<file path="config.mk">
export PLATFORM = sky130hd
export DESIGN_NAME = jtag_tap_gen
export DESIGN_NICKNAME = d
export VERILOG_FILES = /design/src/rtl/jtag_tap_gen_pkg.sv /design/src/rtl/jtag_tap_fsm.sv /design/src/rtl/jtag_tap_gen.sv
export SDC_FILE = /design/constraint.sdc
export NUM_CORES = 1
export LEC_CHECK = 0
export ABC_AREA = 1
export BUFFER_PORTS_ARGS = -buffer_cell sky130_fd_sc_hd__buf_2
export CAP_MARGIN = 20
export CORE_ASPECT_RATIO = 0.8
export CORE_MARGIN = 2
export CORE_UTILIZATION = 35
export CTS_BUF_LIST = sky130_fd_sc_hd__clkbuf_4
export CTS_CLUSTER_DIAMETER = 30
export DETAILED_ROUTE_END_ITERATION = 16
export GPL_ROUTABILITY_DRIVEN = 1
export GPL_TIMING_DRIVEN = 0
export SLEW_MARGIN = 20
export SYNTH_ARGS = -nofsm -noshare
export SYNTH_HDL_FRONTEND = slang
export SYNTH_HIERARCHICAL = 1
export SYNTH_SLANG_ARGS = --single-unit
</file>
<file path="constraint.sdc">
create_clock -name tck -period 2.4 [get_ports tck]
set_clock_uncertainty 0.1 [all_clocks]
set_input_delay 0.48 -clock tck [delete_from_list [all_inputs] [get_ports tck]]
set_output_delay 0.48 -clock tck [all_outputs]
set_load 0.005 [all_outputs]
</file>
<file path="src/rtl/jtag_tap_gen_pkg.sv">
// Shared definitions for the jtag_tap_gen TAP controller:
//   - tap_state_e : 4-bit encoding of the 16 IEEE 1149.1 TAP states
//   - OP_*        : fixed instruction opcodes, zero-extended to IR_WIDTH where used
//   - next_state  : TAP state graph (state, tms) -> next state
package jtag_tap_gen_pkg;

  typedef enum logic [3:0] {
    ST_TLR      = 4'd0,
    ST_RTI      = 4'd1,
    ST_SEL_DR   = 4'd2,
    ST_CAP_DR   = 4'd3,
    ST_SHIFT_DR = 4'd4,
    ST_EXIT1_DR = 4'd5,
    ST_PAUSE_DR = 4'd6,
    ST_EXIT2_DR = 4'd7,
    ST_UPD_DR   = 4'd8,
    ST_SEL_IR   = 4'd9,
    ST_CAP_IR   = 4'd10,
    ST_SHIFT_IR = 4'd11,
    ST_EXIT1_IR = 4'd12,
    ST_PAUSE_IR = 4'd13,
    ST_EXIT2_IR = 4'd14,
    ST_UPD_IR   = 4'd15
  } tap_state_e;

  // BYPASS is all ones at any IR width: replicate this bit IR_WIDTH times.
  localparam logic       OP_BYPASS_LSB = 1'b1;
  localparam logic [2:0] OP_IDCODE     = 3'd1;
  localparam logic [2:0] OP_SAMPLE     = 3'd2;
  localparam logic [2:0] OP_PRELOAD    = 3'd3;
  localparam logic [2:0] OP_INTEST     = 3'd4;
  localparam logic [2:0] OP_EXTEST     = 3'd5;

  function automatic tap_state_e next_state(input tap_state_e state, input logic tms);
    tap_state_e nxt;
    nxt = ST_TLR;
    case (state)
      ST_TLR:      nxt = tms ? ST_TLR      : ST_RTI;
      ST_RTI:      nxt = tms ? ST_SEL_DR   : ST_RTI;
      ST_SEL_DR:   nxt = tms ? ST_SEL_IR   : ST_CAP_DR;
      ST_CAP_DR:   nxt = tms ? ST_EXIT1_DR : ST_SHIFT_DR;
      ST_SHIFT_DR: nxt = tms ? ST_EXIT1_DR : ST_SHIFT_DR;
      ST_EXIT1_DR: nxt = tms ? ST_UPD_DR   : ST_PAUSE_DR;
      ST_PAUSE_DR: nxt = tms ? ST_EXIT2_DR : ST_PAUSE_DR;
      ST_EXIT2_DR: nxt = tms ? ST_UPD_DR   : ST_SHIFT_DR;
      ST_UPD_DR:   nxt = tms ? ST_SEL_DR   : ST_RTI;
      ST_SEL_IR:   nxt = tms ? ST_TLR      : ST_CAP_IR;
      ST_CAP_IR:   nxt = tms ? ST_EXIT1_IR : ST_SHIFT_IR;
      ST_SHIFT_IR: nxt = tms ? ST_EXIT1_IR : ST_SHIFT_IR;
      ST_EXIT1_IR: nxt = tms ? ST_UPD_IR   : ST_PAUSE_IR;
      ST_PAUSE_IR: nxt = tms ? ST_EXIT2_IR : ST_PAUSE_IR;
      ST_EXIT2_IR: nxt = tms ? ST_UPD_IR   : ST_SHIFT_IR;
      ST_UPD_IR:   nxt = tms ? ST_SEL_DR   : ST_RTI;
      default:     nxt = ST_TLR;
    endcase
    return nxt;
  endfunction

endpackage

</file>
<file path="src/rtl/jtag_tap_fsm.sv">
// TAP state register and state strobes.
//   tck, rst_n, tms : JTAG clock, async active-low reset, mode select
//   state           : current TAP state
//   tlr, capture_*, shift_*, update_* : high while in the matching state
// Returning to Test-Logic-Reset after five TMS=1 clocks is a property of the
// state graph itself; no separate counter exists.
module jtag_tap_fsm
  import jtag_tap_gen_pkg::*;
(
  input  logic       tck,
  input  logic       rst_n,
  input  logic       tms,
  output tap_state_e state,
  output logic       tlr,
  output logic       capture_dr,
  output logic       shift_dr,
  output logic       update_dr,
  output logic       capture_ir,
  output logic       shift_ir,
  output logic       update_ir
);

  tap_state_e state_q;
  tap_state_e state_d;

  always_comb begin
    state_d = next_state(state_q, tms);
  end

  always_ff @(posedge tck or negedge rst_n) begin
    if (!rst_n) begin
      state_q <= ST_TLR;
    end else begin
      state_q <= state_d;
    end
  end

  assign state      = state_q;
  assign tlr        = (state_q == ST_TLR);
  assign capture_dr = (state_q == ST_CAP_DR);
  assign shift_dr   = (state_q == ST_SHIFT_DR);
  assign update_dr  = (state_q == ST_UPD_DR);
  assign capture_ir = (state_q == ST_CAP_IR);
  assign shift_ir   = (state_q == ST_SHIFT_IR);
  assign update_ir  = (state_q == ST_UPD_IR);

endmodule

</file>
<file path="src/rtl/jtag_tap_gen.sv">
// Second-generation JTAG TAP controller, entirely in the tck domain.
//   tck, rst_n, tms, tdi      : JTAG pins (posedge: state/shift, negedge: update/TDO)
//   tdo, tdo_oe               : serial out (negedge registered) and its valid flag
//   bsr_capture_data          : parallel sample of DUT pins
//   bsr_update_data           : boundary update register
//   bsr_test_mode, bsr_intest : EXTEST/INTEST and INTEST-only decode
//   user_sel, user_capture/shift/update, user_tdo : external user DR chains
//   tap_state, instr          : current TAP state and updated instruction
module jtag_tap_gen
  import jtag_tap_gen_pkg::*;
#(
  parameter int unsigned          IR_WIDTH  = 5,
  parameter logic [31:0]          IDCODE    = 32'hDEADBEEF,
  parameter int unsigned          BSR_WIDTH = 7,
  parameter int unsigned          NUM_USER  = 2,
  parameter logic [IR_WIDTH-1:0]  USER_BASE = IR_WIDTH'(5'b01000)
) (
  input  logic                                      tck,
  input  logic                                      rst_n,
  input  logic                                      tms,
  input  logic                                      tdi,
  output logic                                      tdo,
  output logic                                      tdo_oe,
  input  logic [BSR_WIDTH-1:0]                      bsr_capture_data,
  output logic [BSR_WIDTH-1:0]                      bsr_update_data,
  output logic                                      bsr_test_mode,
  output logic                                      bsr_intest,
  output logic [((NUM_USER > 0) ? NUM_USER : 1)-1:0] user_sel,
  output logic                                      user_capture,
  output logic                                      user_shift,
  output logic                                      user_update,
  input  logic [((NUM_USER > 0) ? NUM_USER : 1)-1:0] user_tdo,
  output logic [3:0]                                tap_state,
  output logic [IR_WIDTH-1:0]                       instr
);

  localparam int unsigned UW = (NUM_USER > 0) ? NUM_USER : 1;

  localparam logic [IR_WIDTH-1:0] OPC_BYPASS  = {IR_WIDTH{OP_BYPASS_LSB}};
  localparam logic [IR_WIDTH-1:0] OPC_IDCODE  = IR_WIDTH'(OP_IDCODE);
  localparam logic [IR_WIDTH-1:0] OPC_SAMPLE  = IR_WIDTH'(OP_SAMPLE);
  localparam logic [IR_WIDTH-1:0] OPC_PRELOAD = IR_WIDTH'(OP_PRELOAD);
  localparam logic [IR_WIDTH-1:0] OPC_INTEST  = IR_WIDTH'(OP_INTEST);
  localparam logic [IR_WIDTH-1:0] OPC_EXTEST  = IR_WIDTH'(OP_EXTEST);

  typedef enum logic [1:0] {
    DR_BYPASS,
    DR_IDCODE,
    DR_BSR,
    DR_USER
  } dr_sel_e;

  tap_state_e state;
  logic       tlr;
  logic       capture_dr;
  logic       shift_dr;
  logic       update_dr;
  logic       capture_ir;
  logic       shift_ir;
  logic       update_ir;

  jtag_tap_fsm u_fsm (
    .tck        (tck),
    .rst_n      (rst_n),
    .tms        (tms),
    .state      (state),
    .tlr        (tlr),
    .capture_dr (capture_dr),
    .shift_dr   (shift_dr),
    .update_dr  (update_dr),
    .capture_ir (capture_ir),
    .shift_ir   (shift_ir),
    .update_ir  (update_ir)
  );

  // Posedge shift registers
  logic [IR_WIDTH-1:0]  ir_shift_q,  ir_shift_d;
  logic                 bypass_q,    bypass_d;
  logic [31:0]          idcode_q,    idcode_d;
  logic [BSR_WIDTH-1:0] bsr_shift_q, bsr_shift_d;

  // Negedge registers
  logic [IR_WIDTH-1:0]  instr_q,      instr_d;
  logic [BSR_WIDTH-1:0] bsr_update_q, bsr_update_d;
  logic                 tdo_q,        tdo_d;
  logic                 tdo_oe_q,     tdo_oe_d;

  // Instruction decode
  dr_sel_e       dr_sel;
  logic [UW-1:0] user_hit;
  logic [UW-1:0] user_sel_int;
  logic          dr_lsb;

  always_comb begin
    user_hit = '0;
    for (int unsigned i = 0; i < NUM_USER; i++) begin
      user_hit[i] = (instr_q == USER_BASE + IR_WIDTH'(i));
    end

    // Fixed opcodes take priority over user opcodes; anything unmatched is BYPASS.
    dr_sel = DR_BYPASS;
    if (instr_q == OPC_BYPASS) begin
      dr_sel = DR_BYPASS;
    end else if (instr_q == OPC_IDCODE) begin
      dr_sel = DR_IDCODE;
    end else if ((instr_q == OPC_SAMPLE) || (instr_q == OPC_PRELOAD) ||
                 (instr_q == OPC_INTEST) || (instr_q == OPC_EXTEST)) begin
      dr_sel = DR_BSR;
    end else if (|user_hit) begin
      dr_sel = DR_USER;
    end

    user_sel_int = (dr_sel == DR_USER) ? user_hit : '0;
  end

  always_comb begin
    dr_lsb = bypass_q;
    case (dr_sel)
      DR_BYPASS: dr_lsb = bypass_q;
      DR_IDCODE: dr_lsb = idcode_q[0];
      DR_BSR:    dr_lsb = bsr_shift_q[0];
      DR_USER:   dr_lsb = |(user_sel_int & user_tdo);
      default:   dr_lsb = bypass_q;
    endcase
  end

  // Only the register selected by the current instruction captures or shifts.
  always_comb begin
    ir_shift_d  = ir_shift_q;
    bypass_d    = bypass_q;
    idcode_d    = idcode_q;
    bsr_shift_d = bsr_shift_q;

    if (capture_ir) begin
      ir_shift_d = IR_WIDTH'(2'b01);
    end else if (shift_ir) begin
      ir_shift_d = (ir_shift_q >> 1) | (IR_WIDTH'(tdi) << (IR_WIDTH - 1));
    end

    case (dr_sel)
      DR_BYPASS: begin
        if (capture_dr) begin
          bypass_d = 1'b0;
        end else if (shift_dr) begin
          bypass_d = tdi;
        end
      end
      DR_IDCODE: begin
        if (capture_dr) begin
          idcode_d = IDCODE;
        end else if (shift_dr) begin
          idcode_d = {tdi, idcode_q[31:1]};
        end
      end
      DR_BSR: begin
        if (capture_dr) begin
          bsr_shift_d = bsr_capture_data;
        end else if (shift_dr) begin
          // Shift-and-or form keeps BSR_WIDTH == 1 legal.
          bsr_shift_d = (bsr_shift_q >> 1) | (BSR_WIDTH'(tdi) << (BSR_WIDTH - 1));
        end
      end
      default: ;
    endcase
  end

  always_ff @(posedge tck or negedge rst_n) begin
    if (!rst_n) begin
      ir_shift_q  <= '0;
      bypass_q    <= 1'b0;
      idcode_q    <= '0;
      bsr_shift_q <= '0;
    end else begin
      ir_shift_q  <= ir_shift_d;
      bypass_q    <= bypass_d;
      idcode_q    <= idcode_d;
      bsr_shift_q <= bsr_shift_d;
    end
  end

  // Falling-edge logic: instruction/boundary update and TDO launch, so that
  // outputs are stable across the following rising edge.
  always_comb begin
    instr_d      = instr_q;
    bsr_update_d = bsr_update_q;
    tdo_d        = tdo_q;
    tdo_oe_d     = shift_ir | shift_dr;

    if (tlr) begin
      instr_d = OPC_IDCODE;
    end else if (update_ir) begin
      instr_d = ir_shift_q;
    end

    if (update_dr && (dr_sel == DR_BSR)) begin
      bsr_update_d = bsr_shift_q;
    end

    if (shift_ir) begin
      tdo_d = ir_shift_q[0];
    end else if (shift_dr) begin
      tdo_d = dr_lsb;
    end
  end

  always_ff @(negedge tck or negedge rst_n) begin
    if (!rst_n) begin
      instr_q      <= OPC_IDCODE;
      bsr_update_q <= '0;
      tdo_q        <= 1'b0;
      tdo_oe_q     <= 1'b0;
    end else begin
      instr_q      <= instr_d;
      bsr_update_q <= bsr_update_d;
      tdo_q        <= tdo_d;
      tdo_oe_q     <= tdo_oe_d;
    end
  end

  assign tdo             = tdo_q;
  assign tdo_oe          = tdo_oe_q;
  assign instr           = instr_q;
  assign bsr_update_data = bsr_update_q;
  assign bsr_test_mode   = (instr_q == OPC_INTEST) || (instr_q == OPC_EXTEST);
  assign bsr_intest      = (instr_q == OPC_INTEST);
  assign tap_state       = state;
  assign user_sel        = user_sel_int;
  assign user_capture    = capture_dr & (dr_sel == DR_USER);
  assign user_shift      = shift_dr   & (dr_sel == DR_USER);
  assign user_update     = update_dr  & (dr_sel == DR_USER);

endmodule

</file>
==> results_tabular.tex, run 1 <==
\begin{tabular}{lr}
\hline
Metric & Value \\
\hline
\multicolumn{2}{l}{\textbf{Floorplanning}} \\
Core Footprint & about 8000 µm² \\
Die area & 9039 µm² \\
Starting density of the core & between 30\% and 40\% \\
Die span in y & around 85 µm \\
Row count & 29 \\
Die Wd & 105.8 µm \\
I/O pin total & 38 \\
\multicolumn{2}{l}{\textbf{Detailed routing}} \\
Post-detailed-route count of antenna-violating nets & 0 \\
Number of iterations in the first detailed-routing pass & 4 \\
Routed wire length per instance & between 10 and 15 µm \\
Post-detailed-route DRC marker count & 0 \\
Via-per-instance ratio & $\sim$4.9 \\
Routed via count & $\sim$2700 \\
Drt initial violations & around 130 \\
Total length of routed wires & roughly 7600 µm \\
\multicolumn{2}{l}{\textbf{Power}} \\
Sequential share of power & 37.8\% \\
Switching power & 0.001693 W \\
Pwr per Cell Area & between 1000 and 1500 nW/µm² \\
Internal power summed over all cells & 0.002676 W \\
Relative contribution of the clock network to total power & between 10\% and 20\% \\
Peak supply drop & $\sim$340 µV \\
Share of power burned in combinational logic & about 46\% \\
Switching part of the total power & about two fifths \\
Leakage power summed over all cells & roughly 2.1 nW \\
\multicolumn{2}{l}{\textbf{Worst setup path}} \\
Crit path max-delay cell type & sky130\_fd\_sc\_hd\_\_dfrtn\_1 \\
Startpoint type of the worst setup path & register \\
Reg-to-reg critical path startpoint & instr[3]\$\_DFFE\_NN0P\_ \\
Register-to-Register Setup Slack & -0.63 ns \\
Most used cell, CP & sky130\_fd\_sc\_hd\_\_nor2\_4 \\
Arr. time, crit path & around 2.6 ns \\
Crit end category & output pin \\
Reg2Reg Depth & 10 \\
CP Max Fanout & 5 \\
Ordered cell list for the critical path & inv\_2, nand2\_2, nor2\_4, inv\_4, nor2\_4, buf\_2 \\
Launching element of the worst setup path & instr[2]\$\_DFFE\_NN0P\_ \\
Category of the most critical setup path & reg -> out \\
CP required & roughly 1.8 ns \\
Capture instance of the worst register-to-register path & idcode\_q[23]\$\_DFFE\_PN0P\_ \\
Stage delay of the slowest cell on the critical path & roughly 0.40 ns \\
\multicolumn{2}{l}{\textbf{Global route}} \\
Initial antenna violation count & 0 \\
Tot GR Track Use & approximately 18\% \\
Wire length of the first global-routing pass & between 10000 and 15000 µm \\
Largest net degree at the start of global routing & 30 \\
Number of global-route vias before repair & 2577 \\
Total overflow reported by the global router & 0 \\
\multicolumn{2}{l}{\textbf{CTS}} \\
Largest buffer count on any clock path & 2 \\
Clock-pin slew on the worst setup and hold paths & between 0.1 and 0.15 ns \\
Clock sink total & 63 \\
CTS H-tree lvls & 3 \\
TritonCTS clock tree & done \\
Number of clock buffers inserted by TritonCTS & 9 \\
Clk root buf & sky130\_fd\_sc\_hd\_\_clkbuf\_4 \\
Clock network latency to the later pin of the worst-skew pair & $\sim$0.43 ns \\
\multicolumn{2}{l}{\textbf{STA}} \\
Final max-slew violation count & 0 \\
Transition time at the pin with the least slew margin & $\sim$0.58 ns \\
Remaining max-slew budget at the tightest pin & 61.22\% \\
Final Hold Violating Endpoints & 0 \\
Count of endpoints failing setup in the final report & 73 \\
Fin Hold WS & $\sim$0.048 ns \\
Final sum of negative setup slack & -35.20 ns \\
Worst setup margin & -0.7491 ns \\
Unrepaired setup endpoints after global routing & true \\
\multicolumn{2}{l}{\textbf{Run status}} \\
Result of the run & finished, violations left \\
Violated checks & setup timing \\
\multicolumn{2}{l}{\textbf{Final layout}} \\
Post-layout net count & between 400 and 500 \\
Fraction of final layout cells with drive strength greater than 1 & $\sim$40\% \\
Sequential cell area in the final layout & $\sim$1600 µm² \\
Number of diodes added for antenna fixing & 0 \\
Fill cell total of the finished layout & 760 \\
Area of the multi-input gates & 1291 µm² \\
Synthesis-to-finish area growth & 41.27\% \\
Total non-filler cell area in the finished layout & around 4100 µm² \\
\multicolumn{2}{l}{\textbf{Placed design}} \\
Count of buffers from port buffering & 37 \\
Routability congestion estimate & between 0.8 and 0.9 \\
Post-detail-place hpwl & 4693 µm \\
Post-Place Cell Area & about 3300 µm² \\
Minimum setup slack after placement & -0.5145 ns \\
\multicolumn{2}{l}{\textbf{Yosys}} \\
Yosys warning count & 6 \\
Largest family of logic cells by synthesized area & simple AND/OR/NAND/NOR gates \\
Sequential cell area fraction in the yosys report & 54.38\% \\
Compound-cell area share of the yosys netlist & 13.84\% \\
Cell Area, Synth & 2902 µm² \\
Share of the synthesized area in the top cell type & between 40\% and 50\% \\
Mux contribution to synthesized area & 0\% \\
Register bit total from synthesis & 63 \\
Synthesized instance count & 355 \\
Synthesized-area fraction occupied by xor and xnor cells & 0\% \\
Synthesized Nets & 368 \\
Mean instance size in the synthesized netlist & $\sim$8 µm² \\
Number of different library cells in the post-synthesis netlist & 26 \\
Basic-gate share of the synthesized area counting and, or, nand and nor cells & 23.29\% \\
Cell accounting for the most synthesized area & sky130\_fd\_sc\_hd\_\_dfrtp\_1 \\
Arithmetic-cell share of the synthesized area counting full adders, half adders and majority gates & 0\% \\
Synth top area cells & sky130\_fd\_sc\_hd\_\_dfrtp\_1, sky130\_fd\_sc\_hd\_\_dfrtn\_1, sky130\_fd\_sc\_hd\_\_nor2\_1 \\
\multicolumn{2}{l}{\textbf{Min path}} \\
Hold crit path type & in -> async \\
\multicolumn{2}{l}{\textbf{Run}} \\
Max Cap Viol & 0 \\
\hline
\end{tabular}
critical path, delay by kind of cell (launching register included):
| kind | cells | cell delay, ns |
|---|---|---|
| buffers and inverters | 3 | 0.32 |
| DFF | 1 | 0.40 |
| and+or+nand+nor | 3 | 0.27 |
logic make-up after synthesis:
kind of cell,count (synthesis)
AOI/OAI and AO/OA,74
and+or+nand+nor,159
DFF,63
buffers and inverters,59
layout make-up:
| class | instances | share of cell area, % |
|---|---|---|
| Multi-Input combinational cell | 233 | 31.50 |
| Clock inverter | 7 | 1.374 |
| Tap cell | 108 | 3.297 |
| Clock buffer | 10 | 1.832 |
| Buffer | 15 | 3.388 |
| Sequential cell | 63 | 38.52 |
| Timing Repair Buffer | 85 | 16.12 |
| Inverter | 42 | 3.968 |
synthesized netlist by cell type:
library cell / number
sky130_fd_sc_hd__a21oi_1: 23
sky130_fd_sc_hd__a22oi_1: 1
sky130_fd_sc_hd__a31oi_1: 9
sky130_fd_sc_hd__buf_2: 5
sky130_fd_sc_hd__buf_4: 5
sky130_fd_sc_hd__clkbuf_1: 6
sky130_fd_sc_hd__dfrtn_1: 13
sky130_fd_sc_hd__dfrtp_1: 49
sky130_fd_sc_hd__dfstp_2: 1
sky130_fd_sc_hd__inv_1: 39
sky130_fd_sc_hd__inv_2: 4
sky130_fd_sc_hd__nand2_1: 55
sky130_fd_sc_hd__nand2_2: 3
sky130_fd_sc_hd__nand3_1: 23
sky130_fd_sc_hd__nand3b_1: 1
sky130_fd_sc_hd__nand4_1: 2
sky130_fd_sc_hd__nor2_1: 66
sky130_fd_sc_hd__nor2_2: 3
sky130_fd_sc_hd__nor2_4: 1
sky130_fd_sc_hd__nor3_1: 3
sky130_fd_sc_hd__nor3_4: 1
sky130_fd_sc_hd__o211ai_1: 6
sky130_fd_sc_hd__o21ai_0: 30
sky130_fd_sc_hd__o21ai_1: 4
sky130_fd_sc_hd__o21bai_1: 1
sky130_fd_sc_hd__or2_2: 1
what timing repair did:
action | CTS | global route
pin swaps | 16 | 16
endpoints found under the hold margin | 23 | 0
hold buffers | 1 | 0
endpoints found under the setup margin | 75 | 75
setup buffers | 33 | 12
cloned | 1 | 1
gates resized for setup | 53 | 42
layer usage:
metal / routed length, µm / share of wire [%] / track usage (%) / vias up
li1: - / - / - / 1344
met1: 3587 / 47 / 24.05 / 1296
met2: 3492 / 46 / 25.92 / 81
met3: 391 / 5.1 / 6.298 / 13
met4: 122 / 1.6 / 5.502 / 0
met5: 0 / 0 / 0 / -
how the worst max path moves through the flow:
stage,to,slack [ns],cells past startpoint
global placement,tdo_oe$_DFF_NN0_,-0.60,1
CTS,user_sel[0],-0.75,6
global route,user_capture,-0.85,6
floorplan,idcode_q[19]$_DFFE_PN0P_,-0.25,5
detailed placement,tdo$_DFFE_NN0P_,-0.51,6
finish,user_capture,-0.75,6
registers in the layout, summed over array words and instances, names as in the netlist:
| register | count |
|---|---|
| idcode_q | 32 |
| bsr_shift_q | 7 |
| u_fsm/state | 4 |
| bsr_update_data | 7 |
| bypass_q | 1 |
| ir_shift_q | 5 |
| tdo_oe | 1 |
| instr | 5 |
| tdo | 1 |
metrics by stage:
step	util, %	instances	power, W
floorplan	-	355	0.002742
global placement	41.27	500	0.003107
detailed placement	41.55	501	0.003148
CTS	48.53	551	0.004210
global route	51.35	563	0.004718
finish	51.35	563	0.004369
cells in the final DEF, fill, tap and decap left out, types with 12 or more instances in the layout:
master	count
sky130_fd_sc_hd__a21oi_1	21
sky130_fd_sc_hd__buf_2	34
sky130_fd_sc_hd__buf_4	35
sky130_fd_sc_hd__buf_6	21
sky130_fd_sc_hd__dfrtn_1	13
sky130_fd_sc_hd__dfrtp_1	48
sky130_fd_sc_hd__inv_1	29
sky130_fd_sc_hd__inv_2	12
sky130_fd_sc_hd__nand2_1	39
sky130_fd_sc_hd__nand2_2	13
sky130_fd_sc_hd__nand3_1	22
sky130_fd_sc_hd__nor2_1	51
sky130_fd_sc_hd__o21ai_1	20
power groups by stage:
stage          clock network, W  logic, W  registers, W
5_1_grt                0.000792   0.00223       0.00169
3_5_place_dp         0.00000521   0.00147       0.00167
2_1_floorplan        0.00000521   0.00111       0.00163
3_3_place_gp         0.00000521   0.00144       0.00166
4_1_cts                0.000725   0.00184       0.00165
6_report               0.000702   0.00202       0.00165
No activity file was read; power rests on OpenSTA's default activity.
==> run 2, diff against run 1 <==
Settings changed: CELL_PAD_IN_SITES_DETAIL_PLACEMENT from default to 1, CELL_PAD_IN_SITES_GLOBAL_PLACEMENT from default to 2, PLACE_DENSITY_LB_ADDON from default to 0.1.
==> run 2 against run 1 <==
- the flow still finishes with violations (setup timing)
- final cell count grew 2.0%
- global-route usage increased by 4.5 points
- non-clock buffer count grew 11
- critical path depth unchanged
- worst hold slack improved by 0.17 ns
- clock power rose by 17%
- power grew 27%
- clock-buffer cell count is 1 lower
- largest power group unchanged
==> results_tabular.tex, run 2 (synthesized netlist as in run 1, its figures left out) <==
\begin{tabular}{lr}
\hline
Metric & Value \\
\hline
\multicolumn{2}{l}{\textbf{Final layout}} \\
Number of diodes added for antenna fixing & 0 (unchanged) \\
Leading cell types in the layout, fill and taps excluded & sky130\_fd\_sc\_hd\_\_dfrtp\_1, sky130\_fd\_sc\_hd\_\_nand2\_1, sky130\_fd\_sc\_hd\_\_nor2\_1, sky130\_fd\_sc\_hd\_\_buf\_2 \\
Fin cells & 574 (+2.0\%) \\
Fraction of final layout cells with drive strength greater than 1 & 48.71\% (+9.8 points) \\
Total non-filler cell area in the finished layout & 4609 µm² (+12\%) \\
Largest register by flop count & idcode\_q \\
Most common cell after layout, fill and taps aside & sky130\_fd\_sc\_hd\_\_dfrtp\_1 \\
Synthesis-to-finish area growth & 58.86\% \\
Largest register FFs & 32 (unchanged) \\
Post-layout net count & 474 (+2.4\%) \\
\multicolumn{2}{l}{\textbf{Detailed routing}} \\
Via-per-instance ratio & 4.869 (+0.27\%) \\
Total length of routed wires & 9299 µm (+22\%) \\
Number of iterations in the first detailed-routing pass & 4 (unchanged) \\
Drt initial violations & 102 (-22\%) \\
Post-detailed-route DRC marker count & 0 (unchanged) \\
Post-detailed-route count of antenna-violating nets & 0 (unchanged) \\
Routed wire length per instance & 16.20 µm (+20\%) \\
Routed via count & 2795 (+2.2\%) \\
\multicolumn{2}{l}{\textbf{CTS}} \\
Clock network latency to the later pin of the worst-skew pair & 0.42 ns (about the same) \\
Largest buffer count on any clock path & 2 (unchanged) \\
Clock sink total & 63 (unchanged) \\
Number of clock buffers inserted by TritonCTS & 9 (unchanged) \\
CTS H-tree lvls & 3 (unchanged) \\
TritonCTS clock tree & done \\
Clk root buf & sky130\_fd\_sc\_hd\_\_clkbuf\_4 \\
Clock-pin slew on the worst setup and hold paths & 0.11 ns (about the same) \\
\multicolumn{2}{l}{\textbf{Worst setup path}} \\
Reg2Reg Depth & 11 (+1) \\
Crit end category & output pin \\
Buffers \& Inverters on Critical Path & 3 (unchanged) \\
Category of the most critical setup path & reg -> out \\
Crit path max-delay cell type & sky130\_fd\_sc\_hd\_\_dfrtn\_1 \\
Register-to-Register Setup Slack & -0.67 ns (-0.04 ns) \\
Arr. time, crit path & 2.57 ns (about the same) \\
Kind of cell adding the most delay to the critical path & flip-flops \\
Ordered cell list for the critical path & inv\_2, nand2\_2, nor2\_4, inv\_4, nor2\_1, buf\_2 \\
Startpoint type of the worst setup path & register \\
CP Max Fanout & 5 (unchanged) \\
Launching element of the worst setup path & instr[1]\$\_DFFE\_NN0P\_ \\
Reg-to-reg critical path startpoint & instr[3]\$\_DFFE\_NN0P\_ \\
Stage delay of the slowest cell on the critical path & 0.40 ns (about the same) \\
Logic depth of the worst setup path including buffers & 6 (unchanged) \\
CP required & 1.82 ns (about the same) \\
\multicolumn{2}{l}{\textbf{Min path}} \\
Origin of the worst min-delay path & bsr\_capture\_data[4] \\
Hold crit path type & in -> reg \\
Cell depth of the worst min-delay path & 3 \\
\multicolumn{2}{l}{\textbf{STA}} \\
Remaining max-slew budget at the tightest pin & 44.86\% (-16 points) \\
Unrepaired setup endpoints after global routing & true \\
Transition time at the pin with the least slew margin & 0.8271 ns (+0.2454 ns) \\
Worst setup margin & -0.7524 ns (-0.003242 ns) \\
Count of endpoints failing setup in the final report & 75 (+2.7\%) \\
Fin Hold WS & 0.2218 ns (+0.1737 ns) \\
Final max-slew violation count & 0 (unchanged) \\
Final Hold Violating Endpoints & 0 (unchanged) \\
\multicolumn{2}{l}{\textbf{Power}} \\
Leakage power summed over all cells & 2.204 nW (+7.1\%) \\
Pwr per Cell Area & 1206 nW/µm² (+13\%) \\
Peak supply drop & 499.1 µV (+48\%) \\
Relative contribution of the clock network to total power & 14.8\% (-1.3 points) \\
Switching part of the total power & 39.03\% (+0.29 points) \\
Sequential share of power & 31.0\% (-6.8 points) \\
Internal power summed over all cells & 0.003390 W (+27\%) \\
Switching power & 0.002170 W (+28\%) \\
Share of power burned in combinational logic & 54.2\% (+8.1 points) \\
\multicolumn{2}{l}{\textbf{Floorplanning}} \\
Row count & 29 (unchanged) \\
Core Footprint & 7983 µm² (unchanged) \\
I/O pin total & 38 (unchanged) \\
Die span in y & 85.44 µm (unchanged) \\
Die area & 9039 µm² (unchanged) \\
Starting density of the core & 36.35\% (unchanged) \\
Die Wd & 105.8 µm (unchanged) \\
\multicolumn{2}{l}{\textbf{Global route}} \\
Total overflow reported by the global router & 0 (unchanged) \\
Wire length of the first global-routing pass & 15480 µm (+25\%) \\
Number of global-route vias before repair & 3062 (+19\%) \\
Tot GR Track Use & 21.97\% (+4.5 points) \\
Initial antenna violation count & 0 (unchanged) \\
Largest net degree at the start of global routing & 48 (+60\%) \\
\multicolumn{2}{l}{\textbf{Placed design}} \\
Count of buffers from port buffering & 37 (unchanged) \\
Post-detail-place hpwl & 5254 µm (+12\%) \\
Routability congestion estimate & 0.8311 (-2.2\%) \\
Cell total after placement & 501 (unchanged) \\
Post-Place Cell Area & 3324 µm² (+0.23\%) \\
\multicolumn{2}{l}{\textbf{Run status}} \\
Result of the run & finished, violations left \\
Violated checks & setup timing \\
\multicolumn{2}{l}{\textbf{Run}} \\
Max Cap Viol & 0 (unchanged) \\
\hline
\end{tabular}
[run 2: layer usage]
metal / routed length [µm] / up-vias / global-route usage (%)
met2: 4572 / 41 / 38.01
met4: 53 / 0 / 4.306
met3: 307 / 6 / 4.992
met5: 0 / - / 0
met1: 4365 / 1388 / 28.59
li1: - / 1360 / -
[run 2: worst reg2reg max path, stage by stage (launching register included)]
cell,delay [ns]
sky130_fd_sc_hd__dfrtn_1,0.38
sky130_fd_sc_hd__buf_6,0.14
sky130_fd_sc_hd__buf_6,0.11
sky130_fd_sc_hd__nor2_4,0.15
sky130_fd_sc_hd__inv_4,0.07
sky130_fd_sc_hd__nor3_4,0.20
sky130_fd_sc_hd__buf_12,0.15
sky130_fd_sc_hd__buf_12,0.11
sky130_fd_sc_hd__buf_8,0.11
sky130_fd_sc_hd__buf_16,0.13
sky130_fd_sc_hd__nor2_2,0.05
sky130_fd_sc_hd__a21oi_2,0.13
[run 2: power groups by stage]
stage | registers, W | logic [W] | clock network [W]
after detailed placement | 0.00168 | 0.00152 | 0.00000521
after floorplan | 0.00163 | 0.00111 | 0.00000521
after global routing | 0.00177 | 0.00327 | 0.000895
after CTS | 0.00168 | 0.00273 | 0.000849
final | 0.00173 | 0.00301 | 0.000822
after global placement | 0.00167 | 0.00147 | 0.00000521
[run 2: final cells by class]
class / instances / area (µm²)
fill: 922 / 3373
multi-input combinational: 233 / 1494
buffer: 15 / 160.2
clock buffer: 9 / 67.56
clock inverter: 8 / 91.34
inverter: 42 / 162.7
timing repair buffer: 96 / 919.6
sequential: 63 / 1579
tap: 108 / 135.1
[run 2: worst paths after layout]
| path | to |
|---|---|
| min reg2reg | bsr_update_data[3]$_DFFE_NN0P_ |
| max reg2reg | idcode_q[0]$_DFFE_PN0P_ |
| min | bsr_shift_q[4]$_DFFE_PN0P_ |
| min in group asynchronous | bsr_shift_q[1]$_DFFE_PN0P_ |
| max in group asynchronous | instr[0]$_DFFE_NN1P_ |
| max | user_sel[0] |
[run 2: through the flow]
stage	TNS (ns)	utilization [%]	worst slack (ns)	total power [W]
final	-35.00	57.74	-0.7524	0.005560
after global routing	-39.42	57.74	-0.8508	0.005941
after CTS	-31.01	54.48	-0.7220	0.005263
after detailed placement	-26.73	41.65	-0.5699	0.003204
after global placement	-34.72	41.27	-0.6760	0.003142
after floorplan	-11.33	-	-0.2485	0.002742
[run 2: timing repair]
item,4_1_cts,5_1_grt
hold endpoints to repair,7,0
endpoints found under the setup margin,75,75
hold buffers,1,0
resized for setup,110,63
setup buffers,43,12
cloned,6,1
pin swaps,10,12
